### src/rtl/shapool_host_link.sv
// Host-side master for the shapool device link.
// Broadcasts a job frame on the global SPI bus (sck0/sdo0/cs0_n).
// Then it waits for the shared open-drain ready_n line to go low.
// Finally it clocks result bits out of the device daisy chain (sck1/sdi1/cs1_n).
module shapool_host_link #(
  parameter int JOB_CONFIG_WIDTH  = 360,
  parameter int RESULT_DATA_WIDTH = 32,
  parameter int N_DEVICES         = 1,
  parameter int SCK_HALF          = 2,
  parameter int TIMEOUT_CYCLES    = 0
) (
  input  logic                                      clk_in,
  input  logic                                      reset_in,
  input  logic                                      start_in,
  input  logic                                      abort_in,
  input  logic [JOB_CONFIG_WIDTH-1:0]               job_in,
  output logic                                      busy_out,
  output logic                                      result_valid_out,
  output logic [RESULT_DATA_WIDTH*N_DEVICES-1:0]    result_out,
  output logic                                      timeout_out,
  output logic                                      sck0_out,
  output logic                                      sdo0_out,
  output logic                                      cs0_n_out,
  output logic                                      sck1_out,
  output logic                                      cs1_n_out,
  input  logic                                      sdi1_in,
  input  logic                                      ready_n_in
);

  localparam int RW   = RESULT_DATA_WIDTH * N_DEVICES;
  localparam int MAXN = (JOB_CONFIG_WIDTH > RW) ? JOB_CONFIG_WIDTH : RW;
  localparam int BW   = $clog2(MAXN + 1);
  localparam int HW   = (SCK_HALF > 1) ? $clog2(SCK_HALF) : 1;
  localparam int TW   = (TIMEOUT_CYCLES > 0) ? $clog2(TIMEOUT_CYCLES + 1) : 1;

  localparam logic [HW-1:0] HALF_LAST = HW'(SCK_HALF - 1);
  localparam logic [BW-1:0] JOB_LAST  = BW'(JOB_CONFIG_WIDTH - 1);
  localparam logic [BW-1:0] RES_LAST  = BW'(RW - 1);
  localparam logic [TW-1:0] TMO_LAST  = TW'((TIMEOUT_CYCLES > 0) ? (TIMEOUT_CYCLES - 1) : 0);

  typedef enum logic [1:0] {IDLE, LOAD, WAIT_READY, READ} state_t;
  // Sub-phase of one SPI bit: low half, high half, or the trailing CS hold.
  typedef enum logic [1:0] {PH_LOW, PH_HIGH, PH_HOLD} phase_t;

  state_t                  state_r;
  phase_t                  phase_r;
  logic [HW-1:0]           half_cnt_r;
  logic [BW-1:0]           bit_cnt_r;
  logic [TW-1:0]           tmo_cnt_r;
  logic                    low_seen_r;
  logic                    ready_meta_r;
  logic                    ready_sync_r;
  logic [JOB_CONFIG_WIDTH-1:0] tx_shift_r;
  logic [RW-1:0]           rx_shift_r;
  logic                    half_last_s;

  assign half_last_s = (half_cnt_r == HALF_LAST);

  // Two-flop synchronizer for the asynchronous wired ready line (idles high).
  always_ff @(posedge clk_in) begin
    if (reset_in) begin
      ready_meta_r <= 1'b1;
      ready_sync_r <= 1'b1;
    end else begin
      ready_meta_r <= ready_n_in;
      ready_sync_r <= ready_meta_r;
    end
  end

  // Link sequencer: job broadcast, ready wait, daisy-chain readback.
  always_ff @(posedge clk_in) begin
    if (reset_in) begin
      state_r          <= IDLE;
      phase_r          <= PH_LOW;
      half_cnt_r       <= '0;
      bit_cnt_r        <= '0;
      tmo_cnt_r        <= '0;
      low_seen_r       <= 1'b0;
      tx_shift_r       <= '0;
      rx_shift_r       <= '0;
      busy_out         <= 1'b0;
      result_valid_out <= 1'b0;
      result_out       <= '0;
      timeout_out      <= 1'b0;
      sck0_out         <= 1'b0;
      sdo0_out         <= 1'b0;
      cs0_n_out        <= 1'b1;
      sck1_out         <= 1'b0;
      cs1_n_out        <= 1'b1;
    end else begin
      result_valid_out <= 1'b0;
      timeout_out      <= 1'b0;
      if (abort_in) begin
        // Abandon whatever is in flight; also keeps IDLE when paired with start.
        state_r    <= IDLE;
        phase_r    <= PH_LOW;
        half_cnt_r <= '0;
        bit_cnt_r  <= '0;
        busy_out   <= 1'b0;
        sck0_out   <= 1'b0;
        sdo0_out   <= 1'b0;
        cs0_n_out  <= 1'b1;
        sck1_out   <= 1'b0;
        cs1_n_out  <= 1'b1;
      end else begin
        case (state_r)
          IDLE: begin
            if (start_in) begin
              state_r    <= LOAD;
              tx_shift_r <= job_in;
              busy_out   <= 1'b1;
              cs0_n_out  <= 1'b0;
              sdo0_out   <= job_in[JOB_CONFIG_WIDTH-1];
              phase_r    <= PH_LOW;
              half_cnt_r <= '0;
              bit_cnt_r  <= '0;
            end
          end
          LOAD: begin
            if (half_last_s) begin
              half_cnt_r <= '0;
              case (phase_r)
                PH_LOW: begin
                  phase_r  <= PH_HIGH;
                  sck0_out <= 1'b1;
                end
                PH_HIGH: begin
                  sck0_out <= 1'b0;
                  if (bit_cnt_r == JOB_LAST) begin
                    phase_r <= PH_HOLD;
                  end else begin
                    phase_r    <= PH_LOW;
                    bit_cnt_r  <= bit_cnt_r + BW'(1);
                    sdo0_out   <= tx_shift_r[JOB_CONFIG_WIDTH-2];
                    tx_shift_r <= {tx_shift_r[JOB_CONFIG_WIDTH-2:0], 1'b0};
                  end
                end
                PH_HOLD: begin
                  cs0_n_out  <= 1'b1;
                  sdo0_out   <= 1'b0;
                  state_r    <= WAIT_READY;
                  tmo_cnt_r  <= '0;
                  low_seen_r <= 1'b0;
                end
                default: phase_r <= PH_LOW;
              endcase
            end else begin
              half_cnt_r <= half_cnt_r + HW'(1);
            end
          end
          WAIT_READY: begin
            // Two consecutive synchronized lows reject single-cycle glitches.
            if (!ready_sync_r && low_seen_r) begin
              state_r    <= READ;
              cs1_n_out  <= 1'b0;
              sck1_out   <= 1'b0;
              phase_r    <= PH_LOW;
              half_cnt_r <= '0;
              bit_cnt_r  <= '0;
              rx_shift_r <= '0;
            end else if ((TIMEOUT_CYCLES > 0) && (tmo_cnt_r == TMO_LAST)) begin
              state_r     <= IDLE;
              busy_out    <= 1'b0;
              timeout_out <= 1'b1;
            end else begin
              low_seen_r <= !ready_sync_r;
              if (TIMEOUT_CYCLES > 0) begin
                tmo_cnt_r <= tmo_cnt_r + TW'(1);
              end
            end
          end
          READ: begin
            if (half_last_s) begin
              half_cnt_r <= '0;
              case (phase_r)
                PH_LOW: begin
                  phase_r  <= PH_HIGH;
                  sck1_out <= 1'b1;
                end
                PH_HIGH: begin
                  // Sample on the edge that returns SCK low.
                  sck1_out   <= 1'b0;
                  rx_shift_r <= {rx_shift_r[RW-2:0], sdi1_in};
                  if (bit_cnt_r == RES_LAST) begin
                    phase_r <= PH_HOLD;
                  end else begin
                    phase_r   <= PH_LOW;
                    bit_cnt_r <= bit_cnt_r + BW'(1);
                  end
                end
                PH_HOLD: begin
                  cs1_n_out        <= 1'b1;
                  result_out       <= rx_shift_r;
                  result_valid_out <= 1'b1;
                  busy_out         <= 1'b0;
                  state_r          <= IDLE;
                end
                default: phase_r <= PH_LOW;
              endcase
            end else begin
              half_cnt_r <= half_cnt_r + HW'(1);
            end
          end
          default: state_r <= IDLE;
        endcase
      end
    end
  end

endmodule

### config.mk
export PLATFORM = sky130hd
export DESIGN_NAME = shapool_host_link
export DESIGN_NICKNAME = d
export VERILOG_FILES = /design/src/rtl/shapool_host_link.sv
export SDC_FILE = /design/constraint.sdc
export NUM_CORES = 1
export LEC_CHECK = 0
export BUFFER_PORTS_ARGS = -buffer_cell sky130_fd_sc_hd__buf_2
export CAP_MARGIN = 20
export CORE_UTILIZATION = 45
export CTS_CLUSTER_SIZE = 8
export DETAILED_ROUTE_END_ITERATION = 16
export PLACE_DENSITY = 0.76
export SLEW_MARGIN = 20
export SYNTH_ARGS = -nofsm -noshare
export SYNTH_HDL_FRONTEND = slang
export SYNTH_SLANG_ARGS = --single-unit
### constraint.sdc
create_clock -name clk_in -period 6.4 [get_ports clk_in]
set_clock_uncertainty 0.1 [all_clocks]
set_input_delay 0.96 -clock clk_in [delete_from_list [all_inputs] [get_ports clk_in]]
set_output_delay 0.96 -clock clk_in [all_outputs]
set_load 0.01 [all_outputs]
# Yosys cells after proc, flatten, opt, wreduce, memory -nomap -nowiden
# Index checks and enable logic that the tools add are counted.
[classes]
n_addsub = 2
n_eq_ne = 23
mux = 57
reduce_logical = 26
bitwise = 3
[ops]
columns = ["op", "count"]
rows = [
  ["$mux W359", 4],
  ["$pmux W359 S2", 1],
  ["$mux W32", 3],
  ["$mux W9", 8],
  ["$pmux W32 S2", 1],
  ["$pmux W9 S4", 1],
  ["$mux W2", 12],
  ["$ne A2 B2 Y1 const B", 11],
  ["$reduce_and A4 Y1", 5],
  ["$reduce_and A6 Y1", 3],
  ["$pmux W1 S2", 8],
  ["$pmux W2 S4", 2],
  ["$reduce_and A5 Y1", 3],
  ["$mux W1", 14],
  ["$pmux W2 S3", 2],
  ["$reduce_bool A2 Y1", 5],
  ["$add A9 B1 Y9 const B", 1],
  ["$eq A9 B5 Y1 const B", 1],
  ["$eq A9 B9 Y1 const B", 1],
  ["$reduce_and A8 Y1", 1],
  ["$eq A2 B2 Y1 const B", 3],
  ["$ne A3 B3 Y1 const B", 2],
  ["$eq A2 B1 Y1 const B", 2],
  ["$logic_not A2 Y1", 2],
  ["11 further kinds", 15],
]
[totals]
output_inout_bits = 40
elab_cells = 128
regBits = 447
in_bits = 366

# Longest topological paths before layout
[logic_depth]
word_depth = 5
depth_mapped = 9
depth_no_buf = 7

# Least setup slack after synthesis
# Ideal clock, no wire load.
[synth_path]
path_type = "input-to-reg"
start = "input start_in"
end = "register tx_shift_r[278]"
path_buffers = 2
cell_stages = 6
path_slack_ns = 3.835
arrival_time_ns = 2.327
t_required_ns = 6.163
setup_ns = 0.137
path_cell_list = "nand2b_1 > o21ai_0 > a2111oi_4 > clkbuf_1 > buf_1 > a211oi_1"
[synth_between]
elab_chain_len = 2
[synth_rtl]
columns = ["element", "line_no", "rtl"]
rows = [
  ["from (decl)", "14", "input logic start_in,"],
  ["$ne A2 B2 Y1 (no source line)", "-", ""],
  ["$reduce_and A6 Y1 (no source line)", "-", ""],
  ["to (signal assigned)", "110", "tx_shift_r <= job_in;"],
  ["to (signal assigned)", "135", "tx_shift_r <= {tx_shift_r[JOB_CONFIG_WIDTH-2:0], 1'b0};"],
  ["to (decl)", "53", "logic [JOB_CONFIG_WIDTH-1:0] tx_shift_r;"],
]
# No other way between the ends.
# A chain may end at the register's enable or synchronous reset.

# Worst setup path after layout
[layout_path]
start = "register state_r[1]"
end = "register bit_cnt_r[4]"
[layout_between]
elab_chain_len = 3
elab_cells_between_ends = 14
classes_between = "eq/ne: 11; mux: 1; reduce/logical: 2"
[layout_rtl]
columns = ["element", "line_no", "rtl"]
rows = [
  ["from (decl)", "45", "state_t state_r;"],
  ["from (signal assigned)", "73", "state_r <= IDLE;"],
  ["from (signal assigned)", "95", "state_r <= IDLE;"],
  ["from (signal assigned)", "109", "state_r <= LOAD;"],
  ["$eq A2 B1 Y1 (tied with other cells)", "106", "case (state_r)"],
  ["$ne A2 B2 Y1 (no source line) or $ne A2 B1 Y1 (tied branches)", "-", ""],
  ["$reduce_and A8 Y1 (no source line)", "-", ""],
  ["to (signal assigned)", "133", "bit_cnt_r <= bit_cnt_r + BW'(1);"],
  ["to (signal assigned)", "188", "bit_cnt_r <= bit_cnt_r + BW'(1);"],
  ["to (decl)", "48", "logic [BW-1:0] bit_cnt_r;"],
]
# Parallel ways exist; a longest one is shown, timed or not.

==> flow_metrics.py <==
metrics = {
    "clock_tree": {
        "clkLatencyLatePin_ns": 0.57,
        "ctsResizeCount": 0,
        "postCtsSetupBuffers": 0,
        "numCtsBuffers": 66,
        "cts_num_sinks": 447,
        "hold_buffers": 0,
        "h-tree-depth": 3,
        "clk_pin_slew_worst_paths_ns": 0.05,
        "cts_buffer_depth": 3,
        "cts_tree": "built",
        "clock-root-buffer": "clkbuf_16",
    },
    "synth": {
        "ys_types": 43,
        "synth_edf_count": 0,
        "async_flop_share_pct": 0,
        "syn-instance-count": 2045,
        "synth.avg_cell_area_um2": 9.35,
        "yosys_register_bits": 447,
        "synth_nets": 2420,
        "synth-seq-area-share_pct": 46.8,
        "yosys.area.top_type": "dfxtp_1",
        "yosys-top-cells-count": "447 x dfxtp_1, 376 x nor2_1, 360 x a211oi_1, 360 x mux2i_1, 126 x clkbuf_1",
        "ys.flop_type": "dfxtp_1",
        "synth_area_leaders": "dfxtp_1 47%, mux2i_1 19%, a211oi_1 14%",
        "ys_warn_count": 0,
        "synthMostInstantiatedCell": "dfxtp_1",
        "synth_area_um2": 19100,
        "synth_top_area_share_pct": 46.8,
    },
    "worst_hold_path": {
        "hold_path.class": "register to register",
    },
    "critical_path": {
        "required_ns": 6.77,
        "cp.arrival_ns": 4.26,
        "critPathLaunchType": "register",
        "crit_fanout": 67,
        "worstSetupPathType": "register to register",
        "critPathTopFamily": "compound AO/OA/AOI/OAI gates",
        "endpoint_kind": "register",
        "max_stage_delay_ns": 0.88,
        "crit_slowest_cell": "buf_4",
        "crit_chain": "inv_1, ha_4, buf_4, or2_2, o2111ai_1, a211oi_1, a41oi_1, a311oi_1",
        "worst-path-buf-inv": 2,
    },
    "sta": {
        "setup_viol": 0,
        "period_needed_ns": 3.89,
        "rsz0062_at_grt": "false",
        "finalCritPeriodShare_pct": 60.8,
        "setup_tns_ns": 0,
        "worst_slew_pin_slew_ns": 1.25,
        "max_freq_mhz": 257,
        "slew_viol_final": 0,
        "slew_headroom_pct": 16.7,
        "hold_violations": 0,
    },
    "layout": {
        "area_growth_pct": 20.5,
        "fill_cells": 3705,
        "drive_gt1_share_pct": 21.6,
        "final_nets": 2711,
    },
    "route": {
        "drc": 0,
        "avgViaCountPerCell": 5.48,
        "drtIter0Drc": 906,
        "vias": 15909,
        "routedWlPerCell_um": 16.2,
        "postRouteAntennaNets": 0,
        "first_pass_iters": 5,
        "drt-total-wl_um": 47100,
    },
    "placement": {
        "portBuffers": 404,
        "gp_congestion": 0.823,
        "place_hpwl_um": 30300,
    },
    "floorplanning": {
        "core_area_um2": 41900,
        "dieArea_um2": 43300,
        "ios": 406,
        "start_util_pct": 45.6,
        "die_h_um": 208,
        "rows": 75,
        "die_x_um": 208,
    },
    "flow_run": {
        "cap_violations": 0,
    },
    "power_and_ir_drop": {
        "power_density_nw_per_um2": 310,
        "total_power_uw": 7140,
        "peakVddDrop_uv": 291,
        "power.leakage_uw": 0.00843,
    },
    "global_route": {
        "grt_use_total_pct": 21.1,
        "grt_max_degree": 231,
        "grt_pass1_vias": 15210,
        "gr-total-overflow": 0,
        "antenna_found_initial": 30,
        "grt_pass1_wl_um": 75100,
    },
    "outcome": {
        "outcome": "completed",
    },
}
report_power, final:
| part | internal [µW] | switching (µW) |
|---|---|---|
| Clock | 1900 | 1170 |
| Sequential | 3020 | 126 |
| Combinational | 418 | 500 |
worst reg2reg max path, delay by kind of cell, from the launching register on:
family	cells	cell delay, ns
buffers and inverters	2	1.02
and+or+nand+nor	1	0.36
DFF	1	0.32
AOI/OAI and AO/OA	4	1.44
adders and majority gates	1	0.56
per-layer routing:
layer	track usage (%)	up-vias	routed length, µm
met4	10.2	14	1350
met2	34.1	450	22500
met5	0	-	95
li1	-	7973	-
met3	7.37	109	3410
met1	24.8	7363	19700
registers in the layout (all words and copies together) (netlist names):
register	flops
result_valid_out	1
rx_shift_r	32
sck1_out	1
cs0_n_out	1
phase_r	2
ready_sync_r	1
result_out	32
sck0_out	1
state_r	2
ready_meta_r	1
tx_shift_r	359
bit_cnt_r	9
low_seen_r	1
cs1_n_out	1
half_cnt_r	1
sdo0_out	1
busy_out	1
cell usage in the layout, fill, tap and decap left out, types with 3 or more instances in the layout:
| cell | n |
|---|---|
| nand2b_1 | 7 |
| or2_2 | 6 |
| inv_1 | 6 |
| nor2_1 | 376 |
| and4_1 | 3 |
| o21ai_0 | 6 |
| mux2i_1 | 360 |
| nand2_1 | 106 |
| nand3_1 | 37 |
| buf_2 | 403 |
| dfxtp_1 | 447 |
| a211oi_1 | 360 |
| a31oi_1 | 3 |
| clkbuf_16 | 69 |
| a21oi_1 | 81 |
| a311oi_1 | 6 |
| nor3_1 | 4 |
| ha_1 | 8 |
| buf_12 | 6 |
| buf_4 | 6 |
| nor2b_1 | 5 |
| diode_2 | 24 |
final cells by class:
class	instances	area, µm²	share of cell area, %
multi-input cells	1399	9360	40.6
flip-flops and latches	447	8950	38.8
repair buffers	416	2200	9.54
clock buffers	71	1740	7.57
well taps	539	674	2.93
diodes	24	60.1	0.261
clock inverters	3	26.3	0.114
inverters	6	22.5	0.0978
final timing paths:
path,from,to,slack [ns],cells past startpoint
worst max-delay path,state_r[1],bit_cnt_r[4],2.51,8
worst min-delay path,ready_meta_r,ready_sync_r,0.32,1
worst max register to register,state_r[1],bit_cnt_r[4],2.51,8
worst min register to register,ready_meta_r,ready_sync_r,0.32,1
stage by stage:
step	area (µm²)	std cells	hold slack, ns	util [%]	worst slack [ns]
after floorplan	19100	2045	0.289	-	3.84
after global placement	21200	2807	0.307	50.5	2.72
after detailed placement	21200	2807	0.304	50.5	2.57
after CTS	23000	2881	0.318	54.8	2.55
after global routing	23000	2900	0.320	54.9	2.32
final	23000	2905	0.319	54.9	2.51
cell families after synthesis:
family	after synthesis	share of synthesized area, %
multiplexers	360	18.8
buffers and inverters	199	4.34
adder cells (fa/ha/maj)	9	0.589
other	1	0.0196
AO/OA/AOI/OAI	474	17.7
flip-flops	447	46.8
AND/OR/NAND/NOR	555	11.7
Note: power is estimated with default switching activity, not from simulation.
